--- src/rtl/byte_striping_pkg.sv ---
// Shared helpers for the N-lane byte striper: FSM encoding, log2 helper
// and the lane-count legality check.
package byte_striping_pkg;

  typedef enum logic {
    IDLE = 1'b0,
    FILL = 1'b1
  } state_e;

  // Ceiling log2, usable in constant expressions.
  function automatic int unsigned clog2_f(input int unsigned v);
    int unsigned r;
    r = 0;
    for (int i = 0; i < 32; i++) begin
      if ((32'd1 << i) < v) r = 32'(i + 1);
    end
    return r;
  endfunction

  // Legal lane counts are non-zero powers of two not exceeding max_lanes.
  function automatic logic lanes_legal(input logic [31:0] req, input int unsigned max_lanes);
    return (req != 32'd0) && ((req & (req - 32'd1)) == 32'd0) && (req <= 32'(max_lanes));
  endfunction

endpackage

--- src/rtl/byte_striping_nlane_if.sv ---
// Word-in / lanes-out bundle of the striper.
//   valid_in, data_in, flush, active_lanes : source -> striper
//   lane_out, valid_out, cfg_err           : striper -> lane encoders
interface byte_striping_nlane_if #(
  parameter int unsigned DATA_W = 32,
  parameter int unsigned LANES  = 4
);
  localparam int unsigned CNT_W = byte_striping_pkg::clog2_f(LANES) + 1;

  logic                    valid_in;
  logic [DATA_W-1:0]       data_in;
  logic                    flush;
  logic [CNT_W-1:0]        active_lanes;
  logic [LANES*DATA_W-1:0] lane_out;
  logic [LANES-1:0]        valid_out;
  logic                    cfg_err;

  modport master (
    output valid_in, data_in, flush, active_lanes,
    input  lane_out, valid_out, cfg_err
  );

  modport slave (
    input  valid_in, data_in, flush, active_lanes,
    output lane_out, valid_out, cfg_err
  );
endinterface

--- src/rtl/byte_striping_nlane_lane_stage_buf.sv ---
// Staging registers for one lane group.
//   clk, reset         : clock, synchronous active-high reset
//   we, wr_ptr, wr_data: write port into slot wr_ptr
//   rd_cnt, rd_data    : parallel read of slots < rd_cnt, higher slots zeroed;
//                        a word being written this cycle is forwarded.
module lane_stage_buf #(
  parameter int unsigned DATA_W = 32,
  parameter int unsigned LANES  = 4,
  parameter int unsigned PTR_W  = 2,
  parameter int unsigned CNT_W  = 3
) (
  input  logic                    clk,
  input  logic                    reset,
  input  logic                    we,
  input  logic [PTR_W-1:0]        wr_ptr,
  input  logic [DATA_W-1:0]       wr_data,
  input  logic [CNT_W-1:0]        rd_cnt,
  output logic [LANES*DATA_W-1:0] rd_data
);

  logic [DATA_W-1:0] stage_q [LANES];
  logic [DATA_W-1:0] stage_d [LANES];

  // Write port.
  always_comb begin
    for (int i = 0; i < LANES; i++) stage_d[i] = stage_q[i];
    if (we) stage_d[wr_ptr] = wr_data;
  end

  always_ff @(posedge clk) begin
    if (reset) begin
      for (int i = 0; i < LANES; i++) stage_q[i] <= '0;
    end else begin
      for (int i = 0; i < LANES; i++) stage_q[i] <= stage_d[i];
    end
  end

  // Masked read with forwarding so the completing word lands in its slot.
  always_comb begin
    rd_data = '0;
    for (int i = 0; i < LANES; i++) begin
      if (CNT_W'(i) < rd_cnt) begin
        rd_data[i*DATA_W +: DATA_W] = (we && (PTR_W'(i) == wr_ptr)) ? wr_data : stage_q[i];
      end
    end
  end

endmodule

--- src/rtl/byte_striping_nlane.sv ---
// Round-robin word striper across a runtime-selectable number of lanes.
//   clk, reset : clock, synchronous active-high reset
//   bus        : valid_in/data_in/flush/active_lanes in,
//                lane_out/valid_out/cfg_err out (all registered)
module byte_striping_nlane
  import byte_striping_pkg::*;
#(
  parameter int unsigned DATA_W = 32,
  parameter int unsigned LANES  = 4
) (
  input  logic                  clk,
  input  logic                  reset,
  byte_striping_nlane_if.slave  bus
);

  localparam int unsigned PTR_W = clog2_f(LANES);
  localparam int unsigned CNT_W = clog2_f(LANES) + 1;

  state_e                  state_q, state_d;
  logic [PTR_W-1:0]        ptr_q, ptr_d;
  logic [CNT_W-1:0]        cur_lanes_q, cur_lanes_d;
  logic [LANES*DATA_W-1:0] lane_out_q, lane_out_d;
  logic [LANES-1:0]        valid_out_q, valid_out_d;
  logic                    cfg_err_q, cfg_err_d;

  logic [CNT_W-1:0]        eff_lanes;
  logic [CNT_W-1:0]        emit_cnt;
  logic                    accept;
  logic                    complete;
  logic                    emit;
  logic [LANES*DATA_W-1:0] emit_data;

  lane_stage_buf #(
    .DATA_W (DATA_W),
    .LANES  (LANES),
    .PTR_W  (PTR_W),
    .CNT_W  (CNT_W)
  ) u_stage (
    .clk     (clk),
    .reset   (reset),
    .we      (accept),
    .wr_ptr  (ptr_q),
    .wr_data (bus.data_in),
    .rd_cnt  (emit_cnt),
    .rd_data (emit_data)
  );

  // Lane-count sampling, group completion/flush decode and pointer update.
  // In IDLE the freshly sampled count already governs a word accepted to lane 0.
  always_comb begin
    cur_lanes_d = cur_lanes_q;
    cfg_err_d   = 1'b0;
    eff_lanes   = cur_lanes_q;
    accept      = bus.valid_in;
    if (state_q == IDLE) begin
      if (lanes_legal(32'(bus.active_lanes), LANES)) begin
        eff_lanes   = bus.active_lanes;
        cur_lanes_d = bus.active_lanes;
      end else begin
        cfg_err_d = 1'b1;
      end
    end
    complete = accept && (CNT_W'(ptr_q) == (eff_lanes - CNT_W'(1)));
    emit     = complete || (bus.flush && ((state_q == FILL) || accept));
    emit_cnt = complete ? eff_lanes : (CNT_W'(ptr_q) + CNT_W'(accept));
    if (emit)        ptr_d = '0;
    else if (accept) ptr_d = ptr_q + PTR_W'(1);
    else             ptr_d = ptr_q;
    state_d = (ptr_d == '0) ? IDLE : FILL;
  end

  // Output staging: lanes hold between emits, valid is a one-cycle pulse.
  always_comb begin
    lane_out_d  = lane_out_q;
    valid_out_d = '0;
    if (emit) begin
      lane_out_d = emit_data;
      for (int i = 0; i < LANES; i++) valid_out_d[i] = (CNT_W'(i) < emit_cnt);
    end
  end

  always_ff @(posedge clk) begin
    if (reset) begin
      state_q     <= IDLE;
      ptr_q       <= '0;
      cur_lanes_q <= CNT_W'(LANES);
      lane_out_q  <= '0;
      valid_out_q <= '0;
      cfg_err_q   <= 1'b0;
    end else begin
      state_q     <= state_d;
      ptr_q       <= ptr_d;
      cur_lanes_q <= cur_lanes_d;
      lane_out_q  <= lane_out_d;
      valid_out_q <= valid_out_d;
      cfg_err_q   <= cfg_err_d;
    end
  end

  assign bus.lane_out  = lane_out_q;
  assign bus.valid_out = valid_out_q;
  assign bus.cfg_err   = cfg_err_q;

endmodule

--- src/flat_wrapper.sv ---
// flat-port wrapper written by rule: the top's interface ports become plain ports
module byte_striping_nlane_flat import byte_striping_pkg::*;
#(
  parameter int unsigned DATA_W = 32,
  parameter int unsigned LANES  = 4
)
  (clk, reset, bus_valid_in, bus_data_in, bus_flush, bus_active_lanes, bus_lane_out, bus_valid_out, bus_cfg_err);
  byte_striping_nlane_if #(.DATA_W(DATA_W), .LANES(LANES)) bus_i ();
  input  logic clk;
  input  logic reset;
  input wire logic [$bits(bus_i.valid_in)-1:0] bus_valid_in;
  input wire logic [$bits(bus_i.data_in)-1:0] bus_data_in;
  input wire logic [$bits(bus_i.flush)-1:0] bus_flush;
  input wire logic [$bits(bus_i.active_lanes)-1:0] bus_active_lanes;
  output wire logic [$bits(bus_i.lane_out)-1:0] bus_lane_out;
  output wire logic [$bits(bus_i.valid_out)-1:0] bus_valid_out;
  output wire logic [$bits(bus_i.cfg_err)-1:0] bus_cfg_err;
  assign bus_i.valid_in = bus_valid_in;
  assign bus_i.data_in = bus_data_in;
  assign bus_i.flush = bus_flush;
  assign bus_i.active_lanes = bus_active_lanes;
  assign bus_lane_out = bus_i.lane_out;
  assign bus_valid_out = bus_i.valid_out;
  assign bus_cfg_err = bus_i.cfg_err;
  byte_striping_nlane #(.DATA_W(DATA_W), .LANES(LANES)) u_core (.clk(clk), .reset(reset), .bus(bus_i));
endmodule
--- config.mk ---
export PLATFORM = sky130hd
export DESIGN_NAME = byte_striping_nlane_flat
export DESIGN_NICKNAME = d
export VERILOG_FILES = /design/src/rtl/byte_striping_pkg.sv /design/src/rtl/byte_striping_nlane_if.sv /design/src/rtl/byte_striping_nlane_lane_stage_buf.sv /design/src/rtl/byte_striping_nlane.sv /design/src/flat_wrapper.sv
export SDC_FILE = /design/constraint.sdc
export NUM_CORES = 1
export LEC_CHECK = 0
export CAP_MARGIN = 20
export CORE_ASPECT_RATIO = 0.9
export CORE_MARGIN = 2
export CORE_UTILIZATION = 57
export CTS_CLUSTER_DIAMETER = 40
export DETAILED_ROUTE_END_ITERATION = 10
export HOLD_SLACK_MARGIN = 0.08
export PLACE_DENSITY = 0.92
export SLEW_MARGIN = 20
export SYNTH_ARGS = -nofsm -noshare
export SYNTH_HDL_FRONTEND = slang
export SYNTH_SLANG_ARGS = --single-unit
--- constraint.sdc ---
create_clock -name clk -period 3.2 [get_ports clk]
set_input_delay 0.48 -clock clk [delete_from_list [all_inputs] [get_ports clk]]
set_output_delay 0.48 -clock clk [all_outputs]
set_load 0.01 [all_outputs]
# After elaboration in Yosys (flattened, before gate mapping)
# Memory sizes are Yosys's and may differ from the RTL's.
# Cells that the tools add are included.
[op_classes]
add_sub_neg = 4
order_cmp = 7
eq_ne = 4
muxes = 26
n_bitwise = 7
reduce_logical = 17
[ops]
columns = ["cell", "n"]
rows = [
  ["$mux 32", 13],
  ["$bwmux 128", 1],
  ["$mux 128", 1],
  ["$demux 32 s2", 1],
  ["$and 3x32->32", 1],
  ["$logic_not 32->1", 1],
  ["$logic_and 1x1->1", 9],
  ["$mux 3", 3],
  ["$lt 1x3->1 const A", 2],
  ["$lt 2x3->1 const A", 2],
  ["$mux 1", 5],
  ["$eq 2x2->1 const A", 2],
  ["$logic_not 2->1", 2],
  ["$mux 2", 2],
  ["$or 1x1->1", 4],
  ["$reduce_or 2->1", 2],
  ["$sub 3x1->4 const B", 1],
  ["$add 2x1->3", 1],
  ["$eq 2x3->1", 1],
  ["$ge 3x3->1 const B", 1],
  ["$le 3x3->1 const B", 1],
  ["$lt 3x1->1 const B", 1],
  ["$not 2->3", 1],
  ["$reduce_bool 3->1", 1],
  ["other kinds (5)", 6],
]
[totals]
ff_bits = 139
mem_bits_rw = 128
in_bits = 39
out_inout_bits = 133
elab_cells = 72
mem_count = 1
[mem_list]
columns = ["name", "words", "word_bits", "rd", "rd_ports_with_merged_regs", "write_ports", "line", "text"]
rows = [
  ["u_core.u_stage.stage_q", 4, 32, 4, 0, 4, "byte_striping_nlane_lane_stage_buf.sv:21", "logic [DATA_W-1:0] stage_q [LANES];"],
]

# Logic depth before layout (Yosys ltp)
# Gate-level depths: netlist (run 1).
[depth]
ltp_word = 14
ltp_mapped = 9
ltp_nobuf = 7

# Modules after synthesis
# Synthesis (run 1) repeated with hierarchy kept, for this count alone.
[hier_totals]
cells_unflattened = 1411
hier_area_um2 = 13208.9
[modules_own_cells]
columns = ["module", "instances", "cells_per_inst", "area_each_um2", "seq_area_each_um2"]
rows = [
  ["byte_striping_nlane", 1, 851, 7995.2, 2782.7],
  ["lane_stage_buf", 1, 560, 5213.8, 2562.5],
]

# Least setup slack after synthesis (run 1)
# OpenSTA, ideal clock, no wires.
[synth_path]
path_kind = "input -> register"
startpoint = "input bus_active_lanes[2]"
endpoint = "register u_core.lane_out_q[0], in the netlist u_core.bus.lane_out[0]"
setup_time_ns = 0.117
t_arrival_ns = 2.174
required_ns = 3.083
path_slack_ns = 0.909
stages = 8
path_buffers = 2
cell_sequence = "buf_2 a211o_1 nand2_1 nand2_1 or4_4 o2111a_4 buf_6 a22o_1"
[synth_between]
elab_chain_cells = 13
word_cells_on_any_way = 16
cone_classes = "add/sub: 2; order compare: 2; eq/ne: 1; mux: 4; bitwise: 1; reduce/logical: 6"
[synth_lines]
columns = ["element", "line", "text"]
rows = [
  ["start, declared", "flat_wrapper.sv:14", "input wire logic [$bits(bus_i.active_lanes)-1:0] bus_active_lanes;"],
  ["$sub 3x1->4", "byte_striping_pkg.sv:22", "return (req != 32'd0) && ((req & (req - 32'd1)) == 32'd0) && (req <= 32'(max_lanes));"],
  ["$and 3x32->32", "byte_striping_pkg.sv:22", ""],
  ["$logic_not 32->1", "byte_striping_pkg.sv:22", ""],
  ["$logic_and 1x1->1 (2 in series)", "byte_striping_pkg.sv:22", ""],
  ["$mux 3 (*)", "byte_striping_nlane.sv:56", "if (lanes_legal(32'(bus.active_lanes), LANES)) begin"],
  ["$mux 3 (*)", "byte_striping_nlane.sv:55", "if (state_q == IDLE) begin"],
  ["$sub 3x1->3", "byte_striping_nlane.sv:63", "complete = accept && (CNT_W'(ptr_q) == (eff_lanes - CNT_W'(1)));"],
  ["$eq 2x3->1", "byte_striping_nlane.sv:63", ""],
  ["$logic_and 1x1->1", "byte_striping_nlane.sv:63", ""],
  ["$mux 3", "byte_striping_nlane.sv:65", "emit_cnt = complete ? eff_lanes : (CNT_W'(ptr_q) + CNT_W'(accept));"],
  ["$lt 1x3->1", "byte_striping_nlane_lane_stage_buf.sv:42", "if (CNT_W'(i) < rd_cnt) begin"],
  ["$mux 32", "byte_striping_nlane_lane_stage_buf.sv:42", ""],
  ["end signal, assigned", "byte_striping_nlane.sv:94", "lane_out_q <= lane_out_d;"],
  ["end, declared", "byte_striping_nlane.sv:22", "logic [LANES*DATA_W-1:0] lane_out_q, lane_out_d;"],
]
# Mark *: on every way between the ends. The rest lies on a longest branch, timed or not.
# A chain may end at the register's enable or synchronous reset.

# Worst setup path after layout (run 1)
[layout_path]
startpoint = "input bus_active_lanes[0]"
endpoint = "register u_core.lane_out_q[105], in the netlist u_core.bus.lane_out[105]"
[layout_between]
elab_chain_cells = 13
word_cells_on_any_way = 16
cone_classes = "add/sub: 2; order compare: 2; eq/ne: 1; mux: 4; bitwise: 1; reduce/logical: 6"
[layout_lines]
columns = ["element", "line"]
rows = [
  ["$sub 3x1->4", "byte_striping_pkg.sv:22"],
  ["$and 3x32->32", "byte_striping_pkg.sv:22"],
  ["$logic_not 32->1", "byte_striping_pkg.sv:22"],
  ["$logic_and 1x1->1 (2 in series)", "byte_striping_pkg.sv:22"],
  ["$mux 3 (*)", "byte_striping_nlane.sv:56"],
  ["$mux 3 (*)", "byte_striping_nlane.sv:55"],
  ["$sub 3x1->3", "byte_striping_nlane.sv:63"],
  ["$eq 2x3->1", "byte_striping_nlane.sv:63"],
  ["$logic_and 1x1->1", "byte_striping_nlane.sv:63"],
  ["$mux 3", "byte_striping_nlane.sv:65"],
  ["$lt 2x3->1", "byte_striping_nlane_lane_stage_buf.sv:42"],
  ["$mux 32", "byte_striping_nlane_lane_stage_buf.sv:42"],
]
# Marks and branches as above.

==> results of run 1 <==
-- flip-flops by register name (all words and copies together) (netlist names) --
| register | flops |
|---|---|
| u_core.ptr_q | 2 |
| u_core.bus.lane_out | 128 |
| u_core.bus.cfg_err | 1 |
| u_core.u_stage.stage_q | 128 |
| u_core.cur_lanes_q | 3 |
| u_core.state_q | 1 |
| u_core.bus.valid_out | 4 |
-- power by group --
part	internal (mW)	leakage [nW]	switching (mW)
registers	3.41	2.16	0.0370
logic	0.205	2.24	0.372
clock network	1.91	0.457	1.32
total	5.52	4.85	1.73
-- critical path, delay by kind of cell --
kind	cells	cell delay (ps)
AOI/OAI and AO/OA	3	800
and+or+nand+nor	3	730
buffers and inverters	2	920
-- worst paths after layout --
kind                                              startpoint                                    endpoint  depth (start not counted)
setup / recovery                         bus_active_lanes[0]       u_core.bus.lane_out[105]$_SDFFE_PP0N_                          8
hold reg to reg   u_core.u_stage.stage_q[0][12]$_SDFFE_PP0P_  u_core.u_stage.stage_q[0][12]$_SDFFE_PP0P_                          2
setup reg to reg                   u_core.state_q$_SDFF_PP0_        u_core.bus.lane_out[54]$_SDFFE_PP0N_                          8
hold / removal                                         reset  u_core.u_stage.stage_q[1][31]$_SDFFE_PP0P_                          2
-- layout make-up --
| class | count | area (um2) | share of cell area |
|---|---|---|---|
| sequential | 267 | 5345 | 0.4132 |
| inverter | 5 | 18.77 | 0.001451 |
| timing repair buffer | 196 | 2008 | 0.1552 |
| clock inverter | 11 | 123.9 | 0.009575 |
| tap | 240 | 300.3 | 0.02321 |
| clock buffer | 38 | 799.5 | 0.06180 |
| multi-input combinational | 649 | 4340 | 0.3355 |
-- cell families after synthesis --
family	Yosys count	share of synthesized area
buf+inv	101	0.04671
mux	65	0.06426
compound gates	309	0.2391
flops	267	0.5279
simple gates	269	0.1146
fa+ha+maj	6	0.007415
-- routing by layer --
metal | share of wire | global-route usage
met2 | 0.46 | 0.4686
met1 | 0.42 | 0.4089
met3 | 0.094 | 0.05211
met5 | 0 | 0
met4 | 0.026 | 0.09652
-- synthesized netlist by cell type --
library cell,instances
nor4_4,1
o22ai_1,3
nor4b_2,1
nand4_1,1
o2111a_4,1
nor3_1,3
o21ai_1,11
o211ai_2,1
nor4b_1,1
nor2_1,74
buf_1,5
nor3b_4,1
a21boi_0,1
buf_2,18
mux2i_1,65
a21oi_1,69
a22o_1,32
or3_1,2
a211o_1,2
o21a_1,1
ha_1,6
o21ai_0,24
o32ai_2,29
nand3_1,34
nand2_1,136
o32ai_1,35
buf_4,5
or4_4,2
and2_1,3
inv_1,5
a22oi_1,96
o2111ai_1,1
nand2b_1,3
and3_1,1
or2_1,1
o2111ai_2,1
nor2b_1,3
a31oi_1,1
clkbuf_1,61
a21o_1,1
or2_2,1
nand2_2,1
dfxtp_1,267
buf_6,7
-- per-stage QoR --
step	instances	power (mW)	instance area (um2)	setup WS [ps]	hold slack, ps
after detailed placement	1357	4.076	12010	147.7	455.7
after CTS	1406	7.250	12940	687.7	387.2
after floorplan	1017	3.843	10120	909.4	439.9
after global routing	1406	7.425	12940	531.6	414.4
final	1406	7.249	12940	638.8	398.0
after global placement	1357	4.058	12010	213.5	448.1
==> reports/qor.yml, run 1 <==
run_status:
  status: "finished, final reports clean"
clocking:
  htreeDepth: 1
  cts_resized: 0
  clkSlewWorstSetupHoldPaths_ps: 60
  post_cts_buffers: 0
  worst_skew_pair.late_latency_ps: 540
  cts_buffers: 29
  cts_buffer_depth: 3
  root_buffer: "clkbuf_16"
  cts_sinks: 267
  cts_hold_buf: 0
  cts_tree: "yes"
global_route:
  grt_pass1_vias: 8414
  grt_use_total: 0.2939
  grt_start_max_net_pins: 90
  antenna_found_initial: 0
  overflow: 0
  grt_pass1_wl_um: 44070
floorplan:
  coreArea_um2: 17500
  die_area_um2: 18850
  ios: 172
  die_h_um: 130.4
  fp.dieW_um: 144.5
  std_cell_rows: 46
  start_util: 0.5787
sta:
  skew_ps: 13.30
  setup_viol_count_final: 0
  tns_ps: 0
  min_period_ps: 2561
  rsz0062_at_grt: "no"
  relSlewSlack: 0.5157
  final_max_slew_viol_count: 0
  hold_violations: 0
  post-route-period-util: 0.8004
  worst_pin_slew_ps: 718.8
  fmax_mhz: 390.4
synthesis:
  yosys-top-cells-area: "dfxtp_1, a22oi_1, mux2i_1"
  post-synth-top-area-cell: "dfxtp_1"
  ys_warn_count: 0
  yosysTopAreaCellShare: 0.5279
  netlist_area_um2: 10120
  syn-num-nets: 1062
  ys_types: 44
  ys_seq_area_frac: 0.5279
  postSynthCellCount: 1017
  ys_seq_elements: 267
  synth_area_per_cell_um2: 9.955
setup_path:
  setup.worst_path.end_class: "register"
  crit_type: "in2reg"
  critPathMaxStageDelay_ps: 600
  slowest_stage: "clkdlybuf4s50_1"
  path_cells: "clkdlybuf4s50_1, nor2_1, nor4b_1, or2_1, o2111ai_1, o211ai_4, buf_12, o21ai_0"
  rrSetupSlack_ps: 670
  startpoint_type: "input pin"
  crit_arrival_ps: 2960
  cp_max_fo: 55
  crit_required_ps: 3590
final_layout:
  n_antenna_cell: 0
  drive_above_1_share: 0.09949
  utilization: 0.7393
  final_common_cell: "dfxtp_1"
  fin_nets: 1193
  mostFrequentLayoutCells: "dfxtp_1, clkdlybuf4s50_1, nand2_1"
  n_fill_cell: 1186
  area_growth_pct: 27.77
route:
  drc: 0
  antenna_left: 0
  drt_iter0_markers: 846
  post_drt_wl_per_cell_um: 20.54
  wirelength_um: 28880
  firstDrtPassIters: 8
  vias_per_cell: 6.218
  num_vias: 8743
placement:
  routabilityCongestion: 0.8431
  port_buffers: 171
  dpl.hpwl_um: 18380
run:
  cap_violations: 0
pwr:
  irDropWorstVdd_mv: 0.4126
  cellLeakagePower_nw: 4.852
  power.density_nw_per_um2: 560.4
hold_path:
  min_path_type: "in2reg"
Power figures use the tool's default switching activity.
==> inputs of run 2 (changes only) <==
- CORE_UTILIZATION: 57 -> 53
- PLACE_DENSITY: 0.92 -> 0.87
- clock period: 3.2 -> 2.4 ns (I/O delays scaled with it)
==> reports/qor.yml, run 2 (synthesized netlist as in run 1, its figures left out) <==
sta:
  worst_pin_slew_ps: 1023  # +304.0 ps
  skew_ps: 11.08  # -2.217 ps
  fin_hold_ws_ps: 211.6  # -186.4 ps
  final_max_slew_viol_count: 0  # unchanged
  hold_violations: 0  # unchanged
  tns_ps: 0  # unchanged
  relSlewSlack: 0.3165  # -0.1992
  min_period_ps: 2342
  setup_viol_count_final: 0  # unchanged
  post-route-period-util: 0.9756
  fmax_mhz: 427.1
hold_path:
  holdCritStartpoint: "reset"
  min_to: "u_core.cur_lanes_q[1]$_SDFF_PP0_"
  hold-path-cell-count: 2  # unchanged
  min_path_type: "in2reg"
clocking:
  cts_buffer_depth: 3  # unchanged
  root_buffer: "clkbuf_16"
  worst_skew_pair.late_latency_ps: 540  # about the same
  cts_sinks: 267  # unchanged
  clkSlewWorstSetupHoldPaths_ps: 60  # about the same
  cts_tree: "yes"
  cts_buffers: 30  # +3.4%
  htreeDepth: 1  # unchanged
setup_path:
  crit_family: "simple AND/OR/NAND/NOR gates"
  slowest_stage: "clkdlybuf4s50_1"
  crit_arrival_ps: 2740  # -220 ps
  path_buf_inv: 3  # +1
  setup.worst_path.end_class: "register"
  crit_required_ps: 2790  # -800 ps
  r2r_cells: 8  # unchanged
  path_cells: "clkdlybuf4s50_1, nand2_1, nor4b_2, or2_1, or4_4, o211ai_4, buf_12, buf_12, o32ai_1"
  timing.rr.start: "u_core.state_q$_SDFF_PP0_"
  critPathMaxStageDelay_ps: 600  # about the same
  rrSetupSlack_ps: 120  # -550 ps
  rr_endpoint: "u_core.bus.lane_out[85]$_SDFFE_PP0N_"
  cp_max_fo: 30  # -45%
  startpoint_type: "input pin"
  cp_common_cell: "buf_12"
  crit_type: "in2reg"
final_layout:
  utilization: 0.7132  # -0.02611
  drive_above_1_share: 0.1251  # +0.02562
  n_fill_cell: 1355  # +14%
  fin_cells: 1436  # +2.1%
  final_common_cell: "dfxtp_1"
  n_antenna_cell: 0  # unchanged
  area_growth_pct: 30.91
  fin_nets: 1215  # +1.8%
  mostFrequentLayoutCells: "dfxtp_1, clkdlybuf4s50_1, nand2_1"
floorplan:
  die_area_um2: 20230  # +7.3%
  die_h_um: 135.1  # +3.6%
  std_cell_rows: 47  # +2.2%
  ios: 172  # unchanged
  coreArea_um2: 18580  # +6.2%
  fp.dieW_um: 149.7  # +3.6%
  start_util: 0.5448  # -0.03382
route:
  vias_per_cell: 6.233  # +0.23%
  drt_iter0_markers: 875  # +3.4%
  post_drt_wl_per_cell_um: 21.08  # +2.6%
  drc: 0  # unchanged
  wirelength_um: 30270  # +4.8%
  antenna_left: 0  # unchanged
  firstDrtPassIters: 5  # -3
  num_vias: 8950  # +2.4%
pwr:
  irDropWorstVdd_mv: 0.5424  # +31%
  power.density_nw_per_um2: 754.8  # +35%
  cellLeakagePower_nw: 5.009  # +3.2%
placement:
  placed_cells: 1379  # +1.6%
  dpl.hpwl_um: 18870  # +2.6%
  port_buffers: 171  # unchanged
  routabilityCongestion: 0.8326  # -1.2%
global_route:
  grt_start_max_net_pins: 91  # +1.1%
  antenna_found_initial: 0  # unchanged
  grt_pass1_wl_um: 45890  # +4.1%
  overflow: 0  # unchanged
  grt_use_total: 0.2839  # -0.01003
  grt_pass1_vias: 8487  # +0.87%
run:
  cap_violations: 0  # unchanged
run_status:
  status: "finished, final reports clean"
## run 2: cell count changes in the layout (fill, tap and decap cells not counted), moves of 3 or more
cell,change
clkbuf_1,-3
clkinv_4,-3
clkinv_2,+3
buf_4,+18
clkinvlp_4,+4
nor2_4,+3
## run 2: per-layer routing
layer / vias up / GRT usage / wire, um
li1: 4011 / - / -
met1: 4399 / 0.3910 / 12650
met2: 467 / 0.4521 / 14130
met3: 73 / 0.05304 / 2679
met4: 0 / 0.09486 / 811
met5: - / 0 / 0
## run 2: layout make-up
type                    count  area (um2)  share of cell area
clock buffers              36       824.5             0.06221
multi-input cells         650        4398              0.3318
well taps                 245       306.5             0.02313
repair buffers            216        2175              0.1641
clock inverters            17       183.9             0.01388
inverters                   5       18.77            0.001416
flip-flops and latches    267        5348              0.4035
## run 2: worst max-delay path by stage
stage	from	endpoint	slack (ps)	depth (start not counted)
floorplan	bus_active_lanes[2]	u_core.bus.lane_out[0]$_SDFFE_PP0N_	230	8
global placement	bus_active_lanes[1]	u_core.bus.lane_out[83]$_SDFFE_PP0N_	-400	8
detailed placement	bus_active_lanes[0]	u_core.bus.lane_out[73]$_SDFFE_PP0N_	-460	9
CTS	bus_active_lanes[2]	u_core.bus.lane_out[34]$_SDFFE_PP0N_	70	8
global route	bus_active_lanes[1]	u_core.bus.lane_out[118]$_SDFFE_PP0N_	-9	9
finish	bus_active_lanes[1]	u_core.bus.lane_out[85]$_SDFFE_PP0N_	60	9
## run 2: timing repair
action / 4_1_cts / 5_1_grt
gates cloned: 0 / 1
resized for setup: 1 / 7
endpoints found under the setup margin: 2 / 114
pin swaps: 0 / 2
hold buffers: 0 / 0
setup buffers: 0 / 3
## run 2: where the power goes
part	switching [mW]	total, mW	leakage, nW	internal, mW
clock	1.83	4.60	0.491	2.77
sequential	0.0510	4.59	2.16	4.54
combinational	0.512	0.814	2.36	0.302
total	2.39	10.0	5.01	7.61
## run 2: through the flow
stage | total power [mW] | setup WS, ps | area, um2
finish | 10.00 | 58.47 | 13250
global placement | 5.445 | -401.0 | 12170
floorplan | 5.125 | 229.4 | 10120
CTS | 9.991 | 70.13 | 13180
detailed placement | 5.467 | -459.1 | 12170
global route | 10.25 | -9.123 | 13250
